==> src/rtl/tlk2711_pkg.sv <==
// Shared types and 8b/10b symbol constants
// for the TLK2711 transmit framer.
package tlk2711_pkg;

  typedef enum logic [1:0] {
    MODE_NORM  = 2'd0,
    MODE_LOOP  = 2'd1,
    MODE_KCODE = 2'd2,
    MODE_PRBS  = 2'd3
  } mode_e;

  typedef enum logic [2:0] {
    ST_IDLE,
    ST_SYNC,
    ST_SOF,
    ST_DATA,
    ST_EOF,
    ST_LOOP,
    ST_KCODE,
    ST_PRBS
  } state_e;

  localparam logic [7:0] K28_5 = 8'hBC;
  localparam logic [7:0] D5_6  = 8'hC5;
  localparam logic [7:0] D11_5 = 8'hAB;
  localparam logic [7:0] D21_4 = 8'h95;

  localparam logic [15:0] COMMA_W = {K28_5, D5_6};
  localparam logic [15:0] SOF_W   = {K28_5, D11_5};
  localparam logic [15:0] EOF_W   = {K28_5, D21_4};

  typedef struct packed {
    logic [15:0] txd;
    logic        tkmsb;
    logic        tklsb;
    logic        enable;
    logic        loopen;
    logic        prbsen;
    logic        lckrefn;
    logic        busy;
  } pins_t;

  // Control words always carry the K flag on the upper byte only.
  function automatic pins_t kword(input pins_t p,
                                  input logic [15:0] w);
    pins_t r;
    r       = p;
    r.txd   = w;
    r.tkmsb = 1'b1;
    r.tklsb = 1'b0;
    return r;
  endfunction

endpackage

==> src/rtl/tlk2711_start_edge.sv <==
// Start-level edge detector and launch-mode
// capture for the TLK2711 transmit framer.
module tlk2711_start_edge
  import tlk2711_pkg::*;
(
  input  logic       tx_clk,
  input  logic       rst,
  input  logic       i_start,
  input  logic [1:0] i_mode,
  input  logic       idle,
  output logic       start_edge,
  output mode_e      launch_mode
);

  logic  start_q;
  mode_e mode_q;

  assign start_edge = i_start & ~start_q;

  // The launching cycle sees i_mode directly; later cycles see the held copy.
  assign launch_mode = start_edge ? mode_e'(i_mode) : mode_q;

  always_ff @(posedge tx_clk) begin
    if (rst) begin
      start_q <= 1'b0;
      mode_q  <= MODE_NORM;
    end else begin
      start_q <= i_start;
      if (start_edge && idle)
        mode_q <= mode_e'(i_mode);
    end
  end

endmodule

==> src/rtl/tlk2711_tx_framer.sv <==
// TLK2711 transmit controller: framed payload with
// sync preamble, EOF marker and test modes.
module tlk2711_tx_framer
  import tlk2711_pkg::*;
#(
  parameter  int FRAME_LEN  = 32,
  parameter  int SYNC_WORDS = 2,
  localparam int LEN_W      = $clog2(FRAME_LEN + 1)
) (
  input  logic        tx_clk,
  input  logic        rst,
  input  logic        i_start,
  input  logic        i_stop,
  input  logic [1:0]  i_mode,
  input  logic [15:0] s_tdata,
  input  logic        s_tvalid,
  output logic        s_tready,
  output logic [15:0] o_txd,
  output logic        o_tkmsb,
  output logic        o_tklsb,
  output logic        o_enable,
  output logic        o_loopen,
  output logic        o_prbsen,
  output logic        o_lckrefn,
  output logic        o_testen,
  output logic        o_busy,
  output logic [15:0] o_frame_cnt
);

  localparam logic [LEN_W-1:0] PAY_LAST  = LEN_W'(FRAME_LEN - 1);
  localparam logic [3:0]       SYNC_LAST = 4'(SYNC_WORDS - 1);

  state_e           state;
  logic [LEN_W-1:0] pay_cnt;
  logic [3:0]       sync_cnt;
  logic             stop_q;
  logic             stop_req;
  logic             accept;
  logic             start_edge;
  mode_e            launch_mode;
  pins_t            nxt;
  pins_t            pins;

  tlk2711_start_edge u_start (
    .tx_clk      (tx_clk),
    .rst         (rst),
    .i_start     (i_start),
    .i_mode      (i_mode),
    .idle        (state == ST_IDLE),
    .start_edge  (start_edge),
    .launch_mode (launch_mode)
  );

  assign s_tready = (state == ST_DATA);
  assign accept   = s_tvalid & s_tready;
  assign stop_req = stop_q | i_stop;

  always_ff @(posedge tx_clk) begin
    if (rst) begin
      state    <= ST_IDLE;
      pay_cnt  <= '0;
      sync_cnt <= '0;
      stop_q   <= 1'b0;
    end else begin
      if (state != ST_IDLE && i_stop)
        stop_q <= 1'b1;
      unique case (state)
        ST_IDLE: begin
          stop_q   <= 1'b0;
          pay_cnt  <= '0;
          sync_cnt <= '0;
          if (start_edge) begin
            unique case (launch_mode)
              MODE_NORM:  state <= ST_SYNC;
              MODE_LOOP:  state <= ST_LOOP;
              MODE_KCODE: state <= ST_KCODE;
              MODE_PRBS:  state <= ST_PRBS;
              default:    state <= ST_IDLE;
            endcase
          end
        end
        ST_SYNC: begin
          if (sync_cnt == SYNC_LAST) begin
            sync_cnt <= '0;
            state    <= ST_SOF;
          end else begin
            sync_cnt <= sync_cnt + 4'd1;
          end
        end
        ST_SOF: state <= ST_DATA;
        ST_DATA: begin
          if (accept) begin
            if (pay_cnt == PAY_LAST) begin
              pay_cnt <= '0;
              state   <= ST_EOF;
            end else begin
              pay_cnt <= pay_cnt + 1'b1;
            end
          end
        end
        // A frame in flight always finishes; stop is honoured only here.
        ST_EOF: begin
          if (stop_req) begin
            stop_q <= 1'b0;
            state  <= ST_IDLE;
          end else begin
            state  <= ST_SYNC;
          end
        end
        ST_LOOP, ST_KCODE, ST_PRBS: begin
          if (stop_req) begin
            stop_q <= 1'b0;
            state  <= ST_IDLE;
          end
        end
        default: state <= ST_IDLE;
      endcase
    end
  end

  always_comb begin
    nxt = '0;
    if (state != ST_IDLE) begin
      nxt.enable  = 1'b1;
      nxt.lckrefn = 1'b1;
      nxt.busy    = 1'b1;
    end
    unique case (state)
      ST_SYNC, ST_KCODE: nxt = kword(nxt, COMMA_W);
      ST_SOF:            nxt = kword(nxt, SOF_W);
      ST_EOF:            nxt = kword(nxt, EOF_W);
      ST_LOOP: begin
        nxt        = kword(nxt, COMMA_W);
        nxt.loopen = 1'b1;
      end
      ST_DATA: begin
        if (accept)
          nxt.txd = s_tdata;
        else
          nxt = kword(nxt, COMMA_W);
      end
      ST_PRBS: nxt.prbsen = 1'b1;
      default: ;
    endcase
  end

  always_ff @(posedge tx_clk) begin
    if (rst) begin
      pins        <= '0;
      o_frame_cnt <= '0;
    end else begin
      pins <= nxt;
      if (state == ST_EOF)
        o_frame_cnt <= o_frame_cnt + 16'd1;
    end
  end

  assign o_txd     = pins.txd;
  assign o_tkmsb   = pins.tkmsb;
  assign o_tklsb   = pins.tklsb;
  assign o_enable  = pins.enable;
  assign o_loopen  = pins.loopen;
  assign o_prbsen  = pins.prbsen;
  assign o_lckrefn = pins.lckrefn;
  assign o_busy    = pins.busy;
  assign o_testen  = 1'b0;

endmodule

==> config.mk <==
export PLATFORM = sky130hd
export DESIGN_NAME = tlk2711_tx_framer
export DESIGN_NICKNAME = d
export VERILOG_FILES = /design/src/rtl/tlk2711_pkg.sv /design/src/rtl/tlk2711_start_edge.sv /design/src/rtl/tlk2711_tx_framer.sv
export SDC_FILE = /design/constraint.sdc
export NUM_CORES = 1
export LEC_CHECK = 0
export CAP_MARGIN = 10
export CORE_AREA = 2 2 77 79
export DETAILED_ROUTE_END_ITERATION = 10
export DIE_AREA = 0 0 79 81
export PLACE_DENSITY = 0.77
export REMOVE_ABC_BUFFERS = 1
export SLEW_MARGIN = 20
export SYNTH_ARGS = -nofsm -noshare
export SYNTH_HDL_FRONTEND = slang
export SYNTH_SLANG_ARGS = --single-unit
==> constraint.sdc <==
create_clock -name tx_clk -period 1.7 [get_ports tx_clk]
set_input_delay 0.34 -clock tx_clk [delete_from_list [all_inputs] [get_ports tx_clk]]
set_output_delay 0.34 -clock tx_clk [all_outputs]
set_load 0.005 [all_outputs]
==> results.cfg, run 1 <==
[finish]
drive_above_1_share = 0.167
finish.cell_count_without_fillers = 417
fill_cells = 492
mostFrequentLayoutCell = sky130_fd_sc_hd__clkdlybuf4s50_1
layout.cells.most_common_list = sky130_fd_sc_hd__clkdlybuf4s50_1 (60), sky130_fd_sc_hd__dfxtp_1 (47), sky130_fd_sc_hd__nor2_1 (35), sky130_fd_sc_hd__buf_4 (26), sky130_fd_sc_hd__nand2_1 (22)
layout.nets = 368
num_antenna_cells = 0
area.growth.synth_to_final_pct = 42.7

[floorplanning]
io_pins = 64
fp-row-count = 28
die_area_um2 = 6400
floorplan.die.height_um = 81
placeableCoreArea_um2 = 5680
die_w_um = 79
start_util = 0.406

[timing]
post-route-min-period_ps = 1720
setup_slack_ps = -16.1
rsz0062_at_grt = true
timing.setup.tns_ps = -16.1
fmax_mhz = 583
finalMaxSlewViolations = 0
final-setup-viol-count = 1
final.setup_skew_ps = 8.86
ratio_of_final_minimum_period_to_clock_period = 1.01
hold_violation_total_from_the_final_report = 0
fin_worst_hold_slack_ps = 488

[synth]
combinational_family_with_the_most_area_after_synthesis = simple AND/OR/NAND/NOR gates
compound_gate_portion_of_the_synthesized_area = 0.131
synth_edf_count = 0
synth.lib_cells_used.distinct = 47
synth.yosys.seq_area_share = 0.460
syn_area_per_cell_um2 = 8.73
synth.mux.area_fraction = 0.00434
ys.flop_type = sky130_fd_sc_hd__dfxtp_1
fraction_of_registers_with_async_set_or_reset_after_synthesis = 0
count_of_synthesis_stage_warnings_from_yosys = 0
syn_std_cell_area_um2 = 2300
postSynthRegisterBits = 53
post_synth_adder_cell_area = 0.0217
synth_simple_gate_area_frac = 0.261
post_synth_xor_xnor_area = 0.0646
synthesis.instances = 264

[drt]
post_drt_via_cell_ratio = 4.97
drt-initial-drc-count = 67
antenna_violating_nets_remaining = 0
detail_route.wl_per_cell_um = 12.5
route.vias.total = 2073
totalWireLength_um = 5190
route.detailed.drc = 0
first_pass_iters = 4

[place]
placement.io_buffers = 61
final_gp_congestion = 0.858
final_hpwl_dp_um = 3910
dpl.cell_count = 407

[setup_path]
critical_path.reg2reg.startpoint = sync_cnt[1]
setup.worst_path.class = reg2reg
max_stage_delay_ps = 360
worstSetupStartpointType = flop
critPathMaxFanout = 5
worstPathBufferInverterCount = 1
crit_slowest_cell = sky130_fd_sc_hd__or3b_4
timing.critical_path.from = sync_cnt[1]
crit_path_cell_trace = inv_2 -> ha_4 -> or3b_4 -> a32oi_1 -> o211ai_1 -> nand4b_1 -> a21oi_2
cp-end-kind = flop
required_arrival_time_at_the_worst_endpoint_ps = 1950
worst_ep_arrival_time_ps = 1960
critPathTopFamily = simple AND/OR/NAND/NOR gates

[global_route]
globalRouteTotalUtil = 0.169
maximum_number_of_pins_on_one_net_before_global_route_repair = 25
global_route.usage.met1 = 0.197
grt-busiest-layer = met2
grt_pass1_wl_um = 8650
grt-ovfl-total = 0
grt_pass1_vias = 1929
grt.met2_usage = 0.303
grt_util_met3 = 0.0422
antenna_found_initial = 0

[power_and_ir_drop]
ir_worst_vdd_mv = 0.475
power-per-cell-area_nw_per_um2 = 1170
leakage_nw = 1.30

[cts]
worst_setup_hold_path_clk_slew_ps = 90
cts_tree = built
clk-insertion-delay-late_ps = 310
h_tree_lvls = 2
clock_sink_count = 53
clock_tree.buffer_depth = 2
cts_root_buffer = sky130_fd_sc_hd__clkbuf_8
cts_inserted_buffers = 5

[worst_hold_path]
worst_hold_path_class = reg2reg
hp-start = u_start.mode_q[0]

[status]
failed_checks = negative setup slack
result_of_the_run = finished with violations

[job]
count_of_max_cap_constraint_violations = 0
==> where the power goes <==
| group | internal, W | leakage [nW] | switching [W] |
|---|---|---|---|
| sequential | 0.00145 | 0.434 | 0.000122 |
| clock | 0.000479 | 0.0574 | 0.000405 |
| combinational | 0.000765 | 0.810 | 0.000618 |
| total | 0.00270 | 1.30 | 0.00114 |
==> cells by family after synthesis <==
logic type,Yosys count
buffers and inverters,26
multiplexers,1
adder cells (fa/ha/maj),4
AO/OA/AOI/OAI,49
other,1
AND/OR/NAND/NOR,113
XOR/XNOR,17
flip-flops,53
==> registers in the layout, summed over array words and instances, names as in the netlist <==
signal and count:
u_start.mode_q 2, stop_q 1, state 3, u_start.start_q 1
pay_cnt 6, o_txd 16, o_tkmsb 1, o_frame_cnt 16
o_prbsen 1, o_enable 1, sync_cnt 4, o_loopen 1
==> worst paths after layout <==
check | cells after the start | slack (ps) | end
setup reg to reg | 7 | -20 | state[0]
hold / removal | 2 | 490 | u_start.mode_q[0]
setup / recovery | 7 | -20 | state[0]
hold reg to reg | 2 | 490 | u_start.mode_q[0]
==> synth_stat cells, types with 2 or more instances <==
cell | number | area share
sky130_fd_sc_hd__a21o_1 | 4 | 0.013
sky130_fd_sc_hd__a21oi_1 | 20 | 0.043
sky130_fd_sc_hd__a32oi_1 | 2 | 0.0076
sky130_fd_sc_hd__and3_1 | 6 | 0.016
sky130_fd_sc_hd__and3b_1 | 2 | 0.0076
sky130_fd_sc_hd__and4_1 | 2 | 0.0076
sky130_fd_sc_hd__buf_4 | 4 | 0.013
sky130_fd_sc_hd__buf_6 | 2 | 0.0098
sky130_fd_sc_hd__clkbuf_1 | 12 | 0.020
sky130_fd_sc_hd__dfxtp_1 | 53 | 0.46
sky130_fd_sc_hd__ha_1 | 4 | 0.022
sky130_fd_sc_hd__inv_1 | 7 | 0.011
sky130_fd_sc_hd__nand2_1 | 22 | 0.036
sky130_fd_sc_hd__nand2b_1 | 2 | 0.0054
sky130_fd_sc_hd__nand3_1 | 11 | 0.024
sky130_fd_sc_hd__nand4_1 | 5 | 0.014
sky130_fd_sc_hd__nor2_1 | 35 | 0.057
sky130_fd_sc_hd__nor2b_1 | 6 | 0.016
sky130_fd_sc_hd__nor3_1 | 3 | 0.0065
sky130_fd_sc_hd__nor3b_1 | 3 | 0.0098
sky130_fd_sc_hd__nor4_1 | 2 | 0.0054
sky130_fd_sc_hd__o211ai_1 | 2 | 0.0065
sky130_fd_sc_hd__o21a_1 | 5 | 0.016
sky130_fd_sc_hd__o21ai_0 | 9 | 0.020
sky130_fd_sc_hd__or3_1 | 3 | 0.0081
sky130_fd_sc_hd__or3b_2 | 2 | 0.0076
sky130_fd_sc_hd__xnor2_1 | 7 | 0.027
sky130_fd_sc_hd__xor2_1 | 10 | 0.038
==> stage by stage <==
step / setup WS (ps) / area (um2) / utilization / power [W]
finish: -16.1 / 3290 / 0.580 / 0.00384
global route: -111 / 3290 / 0.580 / 0.00409
CTS: -26.0 / 3260 / 0.574 / 0.00386
detailed placement: -123 / 3100 / 0.546 / 0.00293
global placement: -75.4 / 3100 / 0.546 / 0.00288
floorplan: -106 / 2210 / - / 0.00221
==> final cells by class <==
type,count,area [um2],share of cell area
multi-input cells,186,1160,0.353
flip-flops and latches,53,1070,0.326
repair buffers,88,816,0.248
well taps,75,93.8,0.0285
clock buffers,6,82.6,0.0251
clock inverters,2,37.5,0.0114
inverters,7,26.3,0.00799
==> tightest hold or removal path: stages (launching register included) <==
cell and delay (ps):
sky130_fd_sc_hd__dfxtp_1 340, sky130_fd_sc_hd__nand2_1 60, sky130_fd_sc_hd__a21oi_1 50
==> what timing repair did <==
item,in CTS,in global routing
pin swaps,3,10
hold buffers,0,0
setup endpoints to repair,4,19
buffers inserted,2,2
resized for setup,13,8
cloned,0,0
hold endpoints to repair,0,0
==> metal layers <==
layer / wire length [um] / part of all wire
met1: 2330 / 0.45
met2: 2510 / 0.48
met3: 221 / 0.043
met4: 132 / 0.025
met5: 0 / 0
No activity file was read; power rests on OpenSTA's default activity.
==> inputs of run 2 (changes only) <==
CTS_CLUSTER_SIZE = 16   (was default)
SLEW_MARGIN = default   (was 20)
==> results of run 2 <==
The final DEF is identical to that of run 1; final timing and power are the same.
==> inputs of run 3 (changes only) <==
PLACE_DENSITY = 0.76   (was 0.77)
SYNTH_HIERARCHICAL = 1   (was default)
clock period = 1.8 ns   (was 1.7 ns; I/O delays follow)
==> run 3 against run 2 <==
  * The flow now finishes without violations
  * Global-route usage about the same
  * Cell count grew 1.4%
  * Largest power group unchanged
  * Count of clock-buffer cells in the layout stayed put
  * Register-to-register slack improved by 120 ps
  * Critical endpoint is now state[1]
  * Critical path type is now in2reg
  * Clock skew is 2.1 ps lower
  * Highest routed layer unchanged
  * Area after synthesis grew 4.2%
  * Largest cell class unchanged
==> results.cfg, run 3 <==
[cts]
clock_sink_count = 53
h_tree_lvls = 2
cts_root_buffer = sky130_fd_sc_hd__clkbuf_8
cts_tree = built
clk-insertion-delay-late_ps = 300
worst_setup_hold_path_clk_slew_ps = 90
cts_inserted_buffers = 5
cts.hold.buffers_added = 0
clock_tree.buffer_depth = 2

[power_and_ir_drop]
leakage_nw = 1.31
power-per-cell-area_nw_per_um2 = 1040
totalPowerFinal_w = 0.00351
ir_worst_vdd_mv = 0.500

[job]
count_of_max_cap_constraint_violations = 0

[setup_path]
critical_path.reg2reg.endpoint = pay_cnt[5]
critical_path.reg2reg.startpoint = state[1]
crit_path_cell_trace = clkdlybuf4s50_1 -> nor2b_4 -> mux2_2 -> nor2_1 -> a2111oi_0 -> and3_1 -> a211o_1
crit_slowest_cell = sky130_fd_sc_hd__clkdlybuf4s50_1
critPathMaxFanout = 3
required_arrival_time_at_the_worst_endpoint_ps = 2000
critPathTopFamily = buffers and inverters
r2r_setup_slack_ps = 100
worst_ep_arrival_time_ps = 1910
worstSetupStartpointType = primary input
worstPathBufferInverterCount = 1
worst_r2r_path_depth = 5
cp-end-kind = flop
max_stage_delay_ps = 500
setup.worst_path.class = in2reg

[global_route]
grt_pass1_vias = 2005
maximum_number_of_pins_on_one_net_before_global_route_repair = 17
antenna_found_initial = 0
globalRouteTotalUtil = 0.170
grt-ovfl-total = 0
grt_pass1_wl_um = 8740

[synth]
syn_area_per_cell_um2 = 9.09
synth.yosys.seq_area_share = 0.442
synth_top_cells_by_area = sky130_fd_sc_hd__dfxtp_1 (44%), sky130_fd_sc_hd__nor2_1 (5.0%), sky130_fd_sc_hd__a21oi_1 (3.5%)
synth.lib_cells_used.distinct = 53
ys.flop_type = sky130_fd_sc_hd__dfxtp_1
combinational_family_with_the_most_area_after_synthesis = simple AND/OR/NAND/NOR gates
post-synth-top-count-cell = sky130_fd_sc_hd__dfxtp_1
postSynthRegisterBits = 53
synth_edf_count = 0
syn_std_cell_area_um2 = 2400
fraction_of_registers_with_async_set_or_reset_after_synthesis = 0
post_synth_adder_cell_area = 0.0208
compound_gate_portion_of_the_synthesized_area = 0.134
yosysTopAreaCell = sky130_fd_sc_hd__dfxtp_1
synthTopCellsByCount = sky130_fd_sc_hd__dfxtp_1 (53), sky130_fd_sc_hd__nor2_1 (32), sky130_fd_sc_hd__a21oi_1 (17)
synth_simple_gate_area_frac = 0.278
synth.mux.area_fraction = 0.0302
post_synth_xor_xnor_area = 0.0474
count_of_synthesis_stage_warnings_from_yosys = 6
synthesis.instances = 264
synth_top_area_share = 0.442

[timing]
maxSlewHeadroom = 0.450
fmax_mhz = 583
hold_violation_total_from_the_final_report = 0
final.setup_skew_ps = 6.77
final-setup-viol-count = 0
ratio_of_final_minimum_period_to_clock_period = 0.952
setup_slack_ps = 86.2
post-route-min-period_ps = 1710
finalMaxSlewViolations = 0
fin_worst_hold_slack_ps = 489
tightestPinTransition_ps = 818

[finish]
multi_input_area_um2 = 1240
layout.cells.most_common_list = sky130_fd_sc_hd__clkdlybuf4s50_1 (60), sky130_fd_sc_hd__dfxtp_1 (50), sky130_fd_sc_hd__nor2_1 (32), sky130_fd_sc_hd__buf_4 (32), sky130_fd_sc_hd__a21oi_1 (17)
layout.nets = 374
fill_cells = 513
drive_above_1_share = 0.158
area.growth.synth_to_final_pct = 40.2
finish.cell_count_without_fillers = 423
mostFrequentLayoutCell = sky130_fd_sc_hd__clkdlybuf4s50_1
num_antenna_cells = 0
finalCoreUtilization = 0.593
sequential_cell_area_um2 = 1070

[place]
placement.io_buffers = 61
final_gp_congestion = 0.836
preCtsSetupSlack_ps = -234
final_hpwl_dp_um = 4090
dpl.cell_count = 413

[drt]
route.vias.total = 2169
post_drt_via_cell_ratio = 5.13
totalWireLength_um = 5390
route.detailed.drc = 0
antenna_violating_nets_remaining = 0
first_pass_iters = 4
detail_route.wl_per_cell_um = 12.7
drt-initial-drc-count = 69

[status]
result_of_the_run = finished clean

[floorplanning]
fp-row-count = 28
floorplan.die.height_um = 81
die_area_um2 = 6400
io_pins = 64
start_util = 0.423
placeableCoreArea_um2 = 5680
die_w_um = 79

[worst_hold_path]
worstHoldPathCells = 2
worst_hold_path_class = reg2reg
hp-start = o_frame_cnt[15]
hold_end = o_frame_cnt[15]
==> run 3: cell types whose count changed in the layout (fill, tap and decap cells not counted), sizes merged, moves of 4 or more <==
cell,previous run,this run
buf,27,32
a21o,4,8
or4,0,4
xor2,10,5
a21oi,21,17
nand3,11,7
nor2,36,32
mux2i,1,5
o21a,5,0
or2b,0,4
nand2,22,16
==> run 3: what timing repair did <==
| action | CTS | global route |
|---|---|---|
| setup endpoints to repair | 1 | 4 |
| setup buffers | 1 | 1 |
| resized for setup | 7 | 2 |
==> run 3: layer usage <==
layer  GRT usage  part of all wire  vias up
li1            -                 -     1086
met1       0.202              0.44     1022
met2       0.289              0.51       53
met3      0.0400             0.037        8
met4      0.0810             0.016        0
met5           0                 0        -
==> run 3: final cells by class <==
type,instances,area share
multi-input cells,190,0.369
flip-flops and latches,53,0.318
repair buffers,93,0.252
well taps,75,0.0279
clock buffers,6,0.0245
inverters,4,0.00446
clock inverters,2,0.00409
==> run 3: worst max path at each step <==
stage,startpoint,to,cells after the start
after floorplan,state[2],o_frame_cnt[13],4
after global placement,i_start,state[1],7
after detailed placement,i_start,state[1],7
after CTS,i_start,state[1],7
after global routing,sync_cnt[1],state[2],7
final,i_start,state[1],7
==> run 3: worst min-delay path: cells and delay by family, from the launching register on <==
| family | cells | cell delay, ps |
|---|---|---|
| DFF | 1 | 330 |
| AOI/OAI and AO/OA | 2 | 110 |
==> run 3: logic make-up (layout without fill, tap and decap cells) <==
family | after synthesis | after routing
flip-flops | 53 | 53
other | 1 | 2
XOR/XNOR | 13 | 13
AO/OA/AOI/OAI | 50 | 50
buffers and inverters | 22 | 105
adder cells (fa/ha/maj) | 4 | 4
AND/OR/NAND/NOR | 114 | 114
multiplexers | 7 | 7
==> run 3: power breakdown <==
part           switching, W  internal [W]  total [W]
Clock              0.000381      0.000312   0.000693
Sequential         0.000107       0.00137    0.00148
Combinational      0.000599      0.000741    0.00134
Total               0.00109       0.00242    0.00351
==> run 3: metrics by stage <==
step	setup TNS [ps]	cell area, um2
2_1_floorplan	-732	2310
3_3_place_gp	-541	3240
3_5_place_dp	-1200	3240
4_1_cts	0	3350
5_1_grt	-14.9	3370
6_report	0	3370
